**src/rtl/hazard_unit_mc_if.sv**
```systemverilog
// Hazard-unit bundle: pipeline register addresses and enables in, stage
// controls, forward selects and perf counters out.
interface hazard_unit_mc_if #(
  parameter int AW = 5,
  parameter int CW = 16
);
  logic [AW-1:0] i_rs1_addr_decode;
  logic [AW-1:0] i_rs2_addr_decode;
  logic [AW-1:0] i_rs1_addr_execute;
  logic [AW-1:0] i_rs2_addr_execute;
  logic [AW-1:0] i_rd_addr_execute;
  logic [AW-1:0] i_rd_addr_memory;
  logic [AW-1:0] i_rd_addr_writeback;
  logic          i_rd_wren_memory;
  logic          i_rd_wren_writeback;
  logic          i_ld_execute;
  logic          i_ld_memory;
  logic          i_mdu_execute;
  logic          i_pc_sel;
  logic [1:0]    o_foward_a_execution;
  logic [1:0]    o_foward_b_execution;
  logic          o_stall_fetch;
  logic          o_stall_decode;
  logic          o_stall_execute;
  logic          o_stall_memory;
  logic          o_flush_decode;
  logic          o_flush_execute;
  logic          o_flush_memory;
  logic          o_flush_writeback;
  logic          o_mdu_done;
  logic [CW-1:0] o_stall_count;
  logic [CW-1:0] o_flush_count;

  modport master (
    output i_rs1_addr_decode, i_rs2_addr_decode, i_rs1_addr_execute,
           i_rs2_addr_execute, i_rd_addr_execute, i_rd_addr_memory,
           i_rd_addr_writeback, i_rd_wren_memory, i_rd_wren_writeback,
           i_ld_execute, i_ld_memory, i_mdu_execute, i_pc_sel,
    input  o_foward_a_execution, o_foward_b_execution, o_stall_fetch,
           o_stall_decode, o_stall_execute, o_stall_memory, o_flush_decode,
           o_flush_execute, o_flush_memory, o_flush_writeback, o_mdu_done,
           o_stall_count, o_flush_count
  );

  modport slave (
    input  i_rs1_addr_decode, i_rs2_addr_decode, i_rs1_addr_execute,
           i_rs2_addr_execute, i_rd_addr_execute, i_rd_addr_memory,
           i_rd_addr_writeback, i_rd_wren_memory, i_rd_wren_writeback,
           i_ld_execute, i_ld_memory, i_mdu_execute, i_pc_sel,
    output o_foward_a_execution, o_foward_b_execution, o_stall_fetch,
           o_stall_decode, o_stall_execute, o_stall_memory, o_flush_decode,
           o_flush_execute, o_flush_memory, o_flush_writeback, o_mdu_done,
           o_stall_count, o_flush_count
  );
endinterface

```
**src/rtl/hazard_unit_mc.sv**
```systemverilog
// Hazard/forwarding controller for a 5-stage pipeline with multi-cycle MDU
// ops in E and multi-cycle loads in M; stall/flush perf counters saturate.
module hazard_unit_mc #(
  parameter int AW      = 5,
  parameter int MDU_LAT = 4,
  parameter int LSU_LAT = 2,
  parameter int CW      = 16
) (
  input logic             i_clk,
  input logic             i_reset,
  hazard_unit_mc_if.slave hif
);
  localparam int            MW         = $clog2(MDU_LAT) + 1;
  localparam int            LW         = $clog2(LSU_LAT) + 1;
  localparam logic [MW-1:0] MDU_RELOAD = MW'(MDU_LAT - 1);
  localparam logic [LW-1:0] LSU_RELOAD = LW'(LSU_LAT - 1);
  localparam logic [CW-1:0] CNT_MAX    = {CW{1'b1}};

  logic [MW-1:0] mdu_cnt_r, mdu_cnt_nx_s;
  logic [LW-1:0] lsu_cnt_r, lsu_cnt_nx_s;
  logic [CW-1:0] stall_cnt_r, flush_cnt_r;
  logic          mdu_stall_s, mdu_done_s, lsu_stall_s, load_use_s;
  logic [3:0]    stall_s, flush_s;   // {F,D,E,M} and {D,E,M,W}
  logic [1:0]    fwd_a_s, fwd_b_s;

  // M has priority over W; x0 and disabled writes never forward.
  function automatic logic [1:0] fwd_sel(input logic [AW-1:0] rs,
                                         input logic [AW-1:0] rd_m, input logic wren_m,
                                         input logic [AW-1:0] rd_w, input logic wren_w);
    if (wren_m && (rd_m != {AW{1'b0}}) && (rd_m == rs))
      return 2'b01;
    else if (wren_w && (rd_w != {AW{1'b0}}) && (rd_w == rs))
      return 2'b10;
    else
      return 2'b00;
  endfunction

  // MDU occupancy counter: next value, stall and done.
  always_comb begin
    mdu_stall_s  = 1'b0;
    mdu_done_s   = 1'b0;
    mdu_cnt_nx_s = {MW{1'b0}};
    if (MDU_LAT == 1) begin
      mdu_done_s = hif.i_mdu_execute;
    end else if (mdu_cnt_r == {MW{1'b0}}) begin
      if (hif.i_mdu_execute) begin
        mdu_cnt_nx_s = MDU_RELOAD;
        mdu_stall_s  = 1'b1;
      end else begin
        mdu_cnt_nx_s = {MW{1'b0}};
      end
    end else if (mdu_cnt_r == MW'(1'b1)) begin
      mdu_done_s = 1'b1;
    end else begin
      mdu_cnt_nx_s = mdu_cnt_r - MW'(1'b1);
      mdu_stall_s  = 1'b1;
    end
  end

  // LSU occupancy counter: same scheme driven by loads in M.
  always_comb begin
    lsu_stall_s  = 1'b0;
    lsu_cnt_nx_s = {LW{1'b0}};
    if (LSU_LAT == 1) begin
      lsu_stall_s = 1'b0;
    end else if (lsu_cnt_r == {LW{1'b0}}) begin
      if (hif.i_ld_memory) begin
        lsu_cnt_nx_s = LSU_RELOAD;
        lsu_stall_s  = 1'b1;
      end else begin
        lsu_cnt_nx_s = {LW{1'b0}};
      end
    end else if (lsu_cnt_r == LW'(1'b1)) begin
      lsu_cnt_nx_s = {LW{1'b0}};
    end else begin
      lsu_cnt_nx_s = lsu_cnt_r - LW'(1'b1);
      lsu_stall_s  = 1'b1;
    end
  end

  assign load_use_s = hif.i_ld_execute && (hif.i_rd_addr_execute != {AW{1'b0}}) &&
                      ((hif.i_rd_addr_execute == hif.i_rs1_addr_decode) ||
                       (hif.i_rd_addr_execute == hif.i_rs2_addr_decode));

  // Stall/flush composition; a branch is only honoured when E is free to move.
  always_comb begin
    stall_s = 4'b0000;
    flush_s = 4'b0000;
    fwd_a_s = fwd_sel(hif.i_rs1_addr_execute, hif.i_rd_addr_memory, hif.i_rd_wren_memory,
                      hif.i_rd_addr_writeback, hif.i_rd_wren_writeback);
    fwd_b_s = fwd_sel(hif.i_rs2_addr_execute, hif.i_rd_addr_memory, hif.i_rd_wren_memory,
                      hif.i_rd_addr_writeback, hif.i_rd_wren_writeback);
    if (lsu_stall_s) begin
      stall_s = 4'b1111;
      flush_s = 4'b0001;
    end else if (mdu_stall_s) begin
      stall_s = 4'b1110;
      flush_s = 4'b0010;
    end else if (hif.i_pc_sel) begin
      flush_s = 4'b1100;
    end else if (load_use_s) begin
      stall_s = 4'b1100;
      flush_s = 4'b0100;
    end else begin
      stall_s = 4'b0000;
      flush_s = 4'b0000;
    end
  end

  // Drive outputs, all forced low while reset is held.
  always_comb begin
    hif.o_foward_a_execution = 2'b00;
    hif.o_foward_b_execution = 2'b00;
    {hif.o_stall_fetch, hif.o_stall_decode, hif.o_stall_execute, hif.o_stall_memory} = 4'b0000;
    {hif.o_flush_decode, hif.o_flush_execute, hif.o_flush_memory, hif.o_flush_writeback} = 4'b0000;
    hif.o_mdu_done    = 1'b0;
    hif.o_stall_count = {CW{1'b0}};
    hif.o_flush_count = {CW{1'b0}};
    if (!i_reset) begin
      hif.o_foward_a_execution = fwd_a_s;
      hif.o_foward_b_execution = fwd_b_s;
      {hif.o_stall_fetch, hif.o_stall_decode, hif.o_stall_execute, hif.o_stall_memory} = stall_s;
      {hif.o_flush_decode, hif.o_flush_execute, hif.o_flush_memory, hif.o_flush_writeback} = flush_s;
      hif.o_mdu_done    = mdu_done_s;
      hif.o_stall_count = stall_cnt_r;
      hif.o_flush_count = flush_cnt_r;
    end else begin
      hif.o_mdu_done = 1'b0;
    end
  end

  // Occupancy counters and saturating perf counters.
  always_ff @(posedge i_clk or posedge i_reset) begin
    if (i_reset) begin
      mdu_cnt_r   <= {MW{1'b0}};
      lsu_cnt_r   <= {LW{1'b0}};
      stall_cnt_r <= {CW{1'b0}};
      flush_cnt_r <= {CW{1'b0}};
    end else begin
      mdu_cnt_r <= mdu_cnt_nx_s;
      lsu_cnt_r <= lsu_cnt_nx_s;
      if (stall_s[3] && (stall_cnt_r != CNT_MAX))
        stall_cnt_r <= stall_cnt_r + CW'(1'b1);
      if (flush_s[3] && (flush_cnt_r != CNT_MAX))
        flush_cnt_r <= flush_cnt_r + CW'(1'b1);
    end
  end
endmodule
```
**src/flat_wrapper.sv**
```systemverilog
// flat-port wrapper written by rule: the top's interface ports become plain ports
module hazard_unit_mc_flat 
#(
  parameter int AW      = 5,
  parameter int MDU_LAT = 4,
  parameter int LSU_LAT = 2,
  parameter int CW      = 16
)
  (i_clk, i_reset, hif_i_rs1_addr_decode, hif_i_rs2_addr_decode, hif_i_rs1_addr_execute, hif_i_rs2_addr_execute, hif_i_rd_addr_execute, hif_i_rd_addr_memory, hif_i_rd_addr_writeback, hif_i_rd_wren_memory, hif_i_rd_wren_writeback, hif_i_ld_execute, hif_i_ld_memory, hif_i_mdu_execute, hif_i_pc_sel, hif_o_foward_a_execution, hif_o_foward_b_execution, hif_o_stall_fetch, hif_o_stall_decode, hif_o_stall_execute, hif_o_stall_memory, hif_o_flush_decode, hif_o_flush_execute, hif_o_flush_memory, hif_o_flush_writeback, hif_o_mdu_done, hif_o_stall_count, hif_o_flush_count);
  hazard_unit_mc_if #(.AW(AW), .CW(CW)) hif_i ();
  input logic i_clk;
  input logic i_reset;
  input wire logic [$bits(hif_i.i_rs1_addr_decode)-1:0] hif_i_rs1_addr_decode;
  input wire logic [$bits(hif_i.i_rs2_addr_decode)-1:0] hif_i_rs2_addr_decode;
  input wire logic [$bits(hif_i.i_rs1_addr_execute)-1:0] hif_i_rs1_addr_execute;
  input wire logic [$bits(hif_i.i_rs2_addr_execute)-1:0] hif_i_rs2_addr_execute;
  input wire logic [$bits(hif_i.i_rd_addr_execute)-1:0] hif_i_rd_addr_execute;
  input wire logic [$bits(hif_i.i_rd_addr_memory)-1:0] hif_i_rd_addr_memory;
  input wire logic [$bits(hif_i.i_rd_addr_writeback)-1:0] hif_i_rd_addr_writeback;
  input wire logic [$bits(hif_i.i_rd_wren_memory)-1:0] hif_i_rd_wren_memory;
  input wire logic [$bits(hif_i.i_rd_wren_writeback)-1:0] hif_i_rd_wren_writeback;
  input wire logic [$bits(hif_i.i_ld_execute)-1:0] hif_i_ld_execute;
  input wire logic [$bits(hif_i.i_ld_memory)-1:0] hif_i_ld_memory;
  input wire logic [$bits(hif_i.i_mdu_execute)-1:0] hif_i_mdu_execute;
  input wire logic [$bits(hif_i.i_pc_sel)-1:0] hif_i_pc_sel;
  output wire logic [$bits(hif_i.o_foward_a_execution)-1:0] hif_o_foward_a_execution;
  output wire logic [$bits(hif_i.o_foward_b_execution)-1:0] hif_o_foward_b_execution;
  output wire logic [$bits(hif_i.o_stall_fetch)-1:0] hif_o_stall_fetch;
  output wire logic [$bits(hif_i.o_stall_decode)-1:0] hif_o_stall_decode;
  output wire logic [$bits(hif_i.o_stall_execute)-1:0] hif_o_stall_execute;
  output wire logic [$bits(hif_i.o_stall_memory)-1:0] hif_o_stall_memory;
  output wire logic [$bits(hif_i.o_flush_decode)-1:0] hif_o_flush_decode;
  output wire logic [$bits(hif_i.o_flush_execute)-1:0] hif_o_flush_execute;
  output wire logic [$bits(hif_i.o_flush_memory)-1:0] hif_o_flush_memory;
  output wire logic [$bits(hif_i.o_flush_writeback)-1:0] hif_o_flush_writeback;
  output wire logic [$bits(hif_i.o_mdu_done)-1:0] hif_o_mdu_done;
  output wire logic [$bits(hif_i.o_stall_count)-1:0] hif_o_stall_count;
  output wire logic [$bits(hif_i.o_flush_count)-1:0] hif_o_flush_count;
  assign hif_i.i_rs1_addr_decode = hif_i_rs1_addr_decode;
  assign hif_i.i_rs2_addr_decode = hif_i_rs2_addr_decode;
  assign hif_i.i_rs1_addr_execute = hif_i_rs1_addr_execute;
  assign hif_i.i_rs2_addr_execute = hif_i_rs2_addr_execute;
  assign hif_i.i_rd_addr_execute = hif_i_rd_addr_execute;
  assign hif_i.i_rd_addr_memory = hif_i_rd_addr_memory;
  assign hif_i.i_rd_addr_writeback = hif_i_rd_addr_writeback;
  assign hif_i.i_rd_wren_memory = hif_i_rd_wren_memory;
  assign hif_i.i_rd_wren_writeback = hif_i_rd_wren_writeback;
  assign hif_i.i_ld_execute = hif_i_ld_execute;
  assign hif_i.i_ld_memory = hif_i_ld_memory;
  assign hif_i.i_mdu_execute = hif_i_mdu_execute;
  assign hif_i.i_pc_sel = hif_i_pc_sel;
  assign hif_o_foward_a_execution = hif_i.o_foward_a_execution;
  assign hif_o_foward_b_execution = hif_i.o_foward_b_execution;
  assign hif_o_stall_fetch = hif_i.o_stall_fetch;
  assign hif_o_stall_decode = hif_i.o_stall_decode;
  assign hif_o_stall_execute = hif_i.o_stall_execute;
  assign hif_o_stall_memory = hif_i.o_stall_memory;
  assign hif_o_flush_decode = hif_i.o_flush_decode;
  assign hif_o_flush_execute = hif_i.o_flush_execute;
  assign hif_o_flush_memory = hif_i.o_flush_memory;
  assign hif_o_flush_writeback = hif_i.o_flush_writeback;
  assign hif_o_mdu_done = hif_i.o_mdu_done;
  assign hif_o_stall_count = hif_i.o_stall_count;
  assign hif_o_flush_count = hif_i.o_flush_count;
  hazard_unit_mc #(.AW(AW), .MDU_LAT(MDU_LAT), .LSU_LAT(LSU_LAT), .CW(CW)) u_core (.i_clk(i_clk), .i_reset(i_reset), .hif(hif_i));
endmodule
```
**config.mk**
```make
export PLATFORM = sky130hd
export DESIGN_NAME = hazard_unit_mc_flat
export DESIGN_NICKNAME = d
export VERILOG_FILES = /design/src/rtl/hazard_unit_mc_if.sv /design/src/rtl/hazard_unit_mc.sv /design/src/flat_wrapper.sv
export SDC_FILE = /design/constraint.sdc
export NUM_CORES = 1
export LEC_CHECK = 0
export ABC_CLOCK_PERIOD_IN_PS = 2500
export CAP_MARGIN = 20
export CORE_MARGIN = 2
export CORE_UTILIZATION = 30
export DETAILED_ROUTE_END_ITERATION = 10
export PLACE_DENSITY = 0.68
export SYNTH_ARGS = -nofsm -noshare
export SYNTH_HDL_FRONTEND = slang
export SYNTH_SLANG_ARGS = --single-unit
```
**constraint.sdc**
```tcl
create_clock -name i_clk -period 2.5 [get_ports i_clk]
set_input_delay 0.375 -clock i_clk [delete_from_list [all_inputs] [get_ports i_clk]]
set_output_delay 0.375 -clock i_clk [all_outputs]
set_load 0.01 [all_outputs]
```
==> impl_metrics.toml <==
[logic_synthesis]
synth.area.mux_share_pct = 1.335
synth_top_cell_by_area = "dfrtp_1"
synthAdderAreaFrac_pct = 2.567
synthDistinctLibCells = 40
synth_top_flop_cell = "dfrtp_1"
synth-seq-cells = 37
seq_area_frac_synth_pct = 37.99
synth_top_area_share_pct = 37.99
postSynth.asyncResetShare_pct = 100.0
synth_edf_count = 0
yosys.area_share.xor_xnor_pct = 21.20
postSynthAreaPerCell_um2 = 9.338
syn_area_um2 = 2437
synth_compound_area_share_pct = 5.339
synth-simple-area-share_pct = 28.59
synth_top_family_by_area = "simple AND/OR/NAND/NOR gates"
syn_nets = 309
synth_cells = 261
synth.area.top_cells = "dfrtp_1 (38%), xnor2_1 (14%), nor2b_1 (7.2%), xor2_1 (6.8%), nor2_1 (3.2%)"
yosys_warnings = 0

[clock_network]
ctsLongestPathBuffers = 2
cts_tree = "built"
h-tree-depth = 2
cts_buffers = 5
root_buffer = "clkbuf_8"
clock_sink_count = 37
clock_latency_ps = 280
ctsHoldBuffers = 0
cts.clk_slew.worst_paths_ps = 70

[die]
die_area_um2 = 8861
fp.dieW_um = 94.14
core.rowCount = 32
start_util_pct = 31.22
pin_count = 88
fp.dieH_um = 94.14
core_um2 = 7807

[cells_and_area]
antenna_cells = 0
layout.cells.non_filler = 497
final_nets = 442
area_growth_syn_to_layout_pct = 66.27
drive_above_1_share_pct = 24.05
fillers = 741
final_util_pct = 51.91
design_area_um2 = 4053

[placed_design]
gp_routability_congestion = 0.8236
dp_hpwl_mm = 4.896
dp_cells = 479
io_buffers = 87
dpl_cell_area_um2 = 3675

[hold_path]
hold_path.class = "flop to flop"

[detailed_routing]
drt_pass1_iterations = 4
vias = 2357
drc = 0
avgRoutedWirePerCell_um = 13.48
vias_per_cell = 4.742
ant_nets = 0
wl_mm = 6.702
first_iter_violations = 65

[worst_setup_path]
critPathArrivalTime_ps = 2800
crit_required_ps = 2720
critPathKind = "flop to flop"
crit_fanout = 5
cp-end-kind = "flop"
start_kind = "flop"
rrSetupSlack_ps = -90

[timing]
fmax_mhz = 386.7
slew_headroom_pct = 54.98
timing.final.crit_share_pct = 103.4
rsz0062_at_grt = "yes"
final.setup_skew_ps = 3.890
drv_slew = 0
setup_ws_ps = -85.88
min_period_ps = 2586
tightestPinTransition_ps = 669.1
hold_slack_ps = 449.2
hold_violations = 0
setup_violations = 18

[power_and_ir_drop]
power_mw = 2.555
p_sw_share_pct = 33.67
vdd_drop_max_mv = 0.2577
p_sw_uw = 860.5
p_int_mw = 1.695
p_per_area_nw_per_um2 = 630.6
power_frac_clock_pct = 18.1
seqPwrFrac_pct = 34.0
p_leak_nw = 1.691
power_frac_comb_pct = 47.9

[global_route]
antenna_found_initial = 0
grt_pass1_vias = 2459
grt_pass1_wl_mm = 11.12
track_usage_pct = 15.55
overflow = 0
grt_max_degree = 40

[run_status]
status = "finished, violations left"
violations = "setup timing"

[job]
maxCapViolations = 0
final cells by class:
| type | instances | area [um2] | share of cell area, % |
|---|---|---|---|
| Multi-Input combinational cell | 208 | 1640 | 40.48 |
| Timing Repair Buffer | 132 | 1216 | 30.01 |
| Sequential cell | 37 | 925.9 | 22.85 |
| Tap cell | 102 | 127.6 | 3.149 |
| Clock buffer | 7 | 96.34 | 2.377 |
| Inverter | 10 | 41.29 | 1.019 |
| Clock inverter | 1 | 5.005 | 0.1235 |
cells in the final DEF, fill, tap and decap left out, drive strengths merged, types with 3 or more instances in the layout:
cell type      instances
clkdlybuf4s50         75
buf                   52
xnor2                 40
dfrtp                 37
nor2b                 28
nor2                  21
xor2                  19
nand2                 18
nand3                 13
nand4                 11
inv                    9
and3                   8
clkbuf                 7
nor4                   6
nor3                   6
or4                    5
ha                     5
nand2b                 3
dlygate4sd2            3
o21ai                  3
a21oi                  3
Yosys cell counts (3+ instances only):
| master | number |
|---|---|
| nor4_1 | 6 |
| nand2b_1 | 3 |
| nor3_2 | 3 |
| dfrtp_1 | 37 |
| xor2_1 | 19 |
| nor2b_1 | 28 |
| nand4_1 | 10 |
| xnor2_1 | 40 |
| nor3_1 | 3 |
| nor2_1 | 21 |
| clkbuf_1 | 3 |
| and3_1 | 8 |
| nand3_1 | 12 |
| nand2_1 | 18 |
| inv_1 | 10 |
| or4_1 | 5 |
| ha_1 | 5 |
metrics by stage:
stage | setup WS (ps) | TNS [ps]
after floorplan | 93.21 | 0
after detailed placement | -432.0 | -3298
after global routing | -189.3 | -2671
after CTS | -125.5 | -561.3
final | -85.88 | -795.5
after global placement | -365.7 | -2124
registers in the layout, indices dropped and copies added, names as in the netlist:
signal and cells:
u_core.flush_cnt_r 16, u_core.lsu_cnt_r 2, u_core.stall_cnt_r 16, u_core.mdu_cnt_r 3
worst max-delay path, stage by stage (launching register included):
cell	delay, ps
dfrtp_1	370
inv_2	50
ha_4	160
ha_4	150
or3b_4	400
a2111o_1	470
buf_6	140
a21oi_4	170
buf_6	140
nand3_4	160
nor3_4	160
xor2_1	160
worst paths after layout:
kind                                     start                      to  cells past startpoint
setup / recovery           u_core.mdu_cnt_r[0]  u_core.flush_cnt_r[10]                     11
hold / removal             u_core.lsu_cnt_r[0]     u_core.lsu_cnt_r[0]                      1
setup reg to reg           u_core.mdu_cnt_r[0]  u_core.flush_cnt_r[10]                     11
hold reg to reg            u_core.lsu_cnt_r[0]     u_core.lsu_cnt_r[0]                      1
max in group asynchronous              i_reset   u_core.stall_cnt_r[3]                      3
min in group asynchronous              i_reset  u_core.flush_cnt_r[13]                      3
metal layers:
metal / share of wire, % / routed length (um) / up-vias / global-route usage [%]
met2: 48 / 3194 / 74 / 26.31
met5: 0 / 0 / - / 0
met4: 1.0 / 70 / 0 / 3.382
met1: 44 / 2924 / 1121 / 19.40
met3: 7.6 / 512 / 8 / 4.896
li1: - / - / 1154 / -
cell families (layout without fill, tap and decap cells):
family / Yosys count / after routing
xor gates and xnor gates: 59 / 59
adders and majority gates: 5 / 5
buffers and inverters: 17 / 150
AOI/OAI and AO/OA: 17 / 18
and+or+nand+nor: 123 / 123
muxes: 3 / 3
DFF: 37 / 37
power groups by stage:
stage               Sequential (mW)  Clock (mW)  Combinational (mW)
finish                        0.869       0.462                1.22
global route                  0.892       0.496                1.35
CTS                           0.861       0.475                1.12
detailed placement            0.872           0                1.00
global placement              0.868           0               0.979
floorplan                     0.835           0               0.524
timing repair:
item / 4_1_cts / 5_1_grt
endpoints found under the hold margin: 0 / 0
pin swaps: 13 / 13
setup buffers: 7 / 5
cloned: 1 / 0
resized for setup: 61 / 29
setup endpoints to repair: 34 / 35
Power figures use the tool's default switching activity.
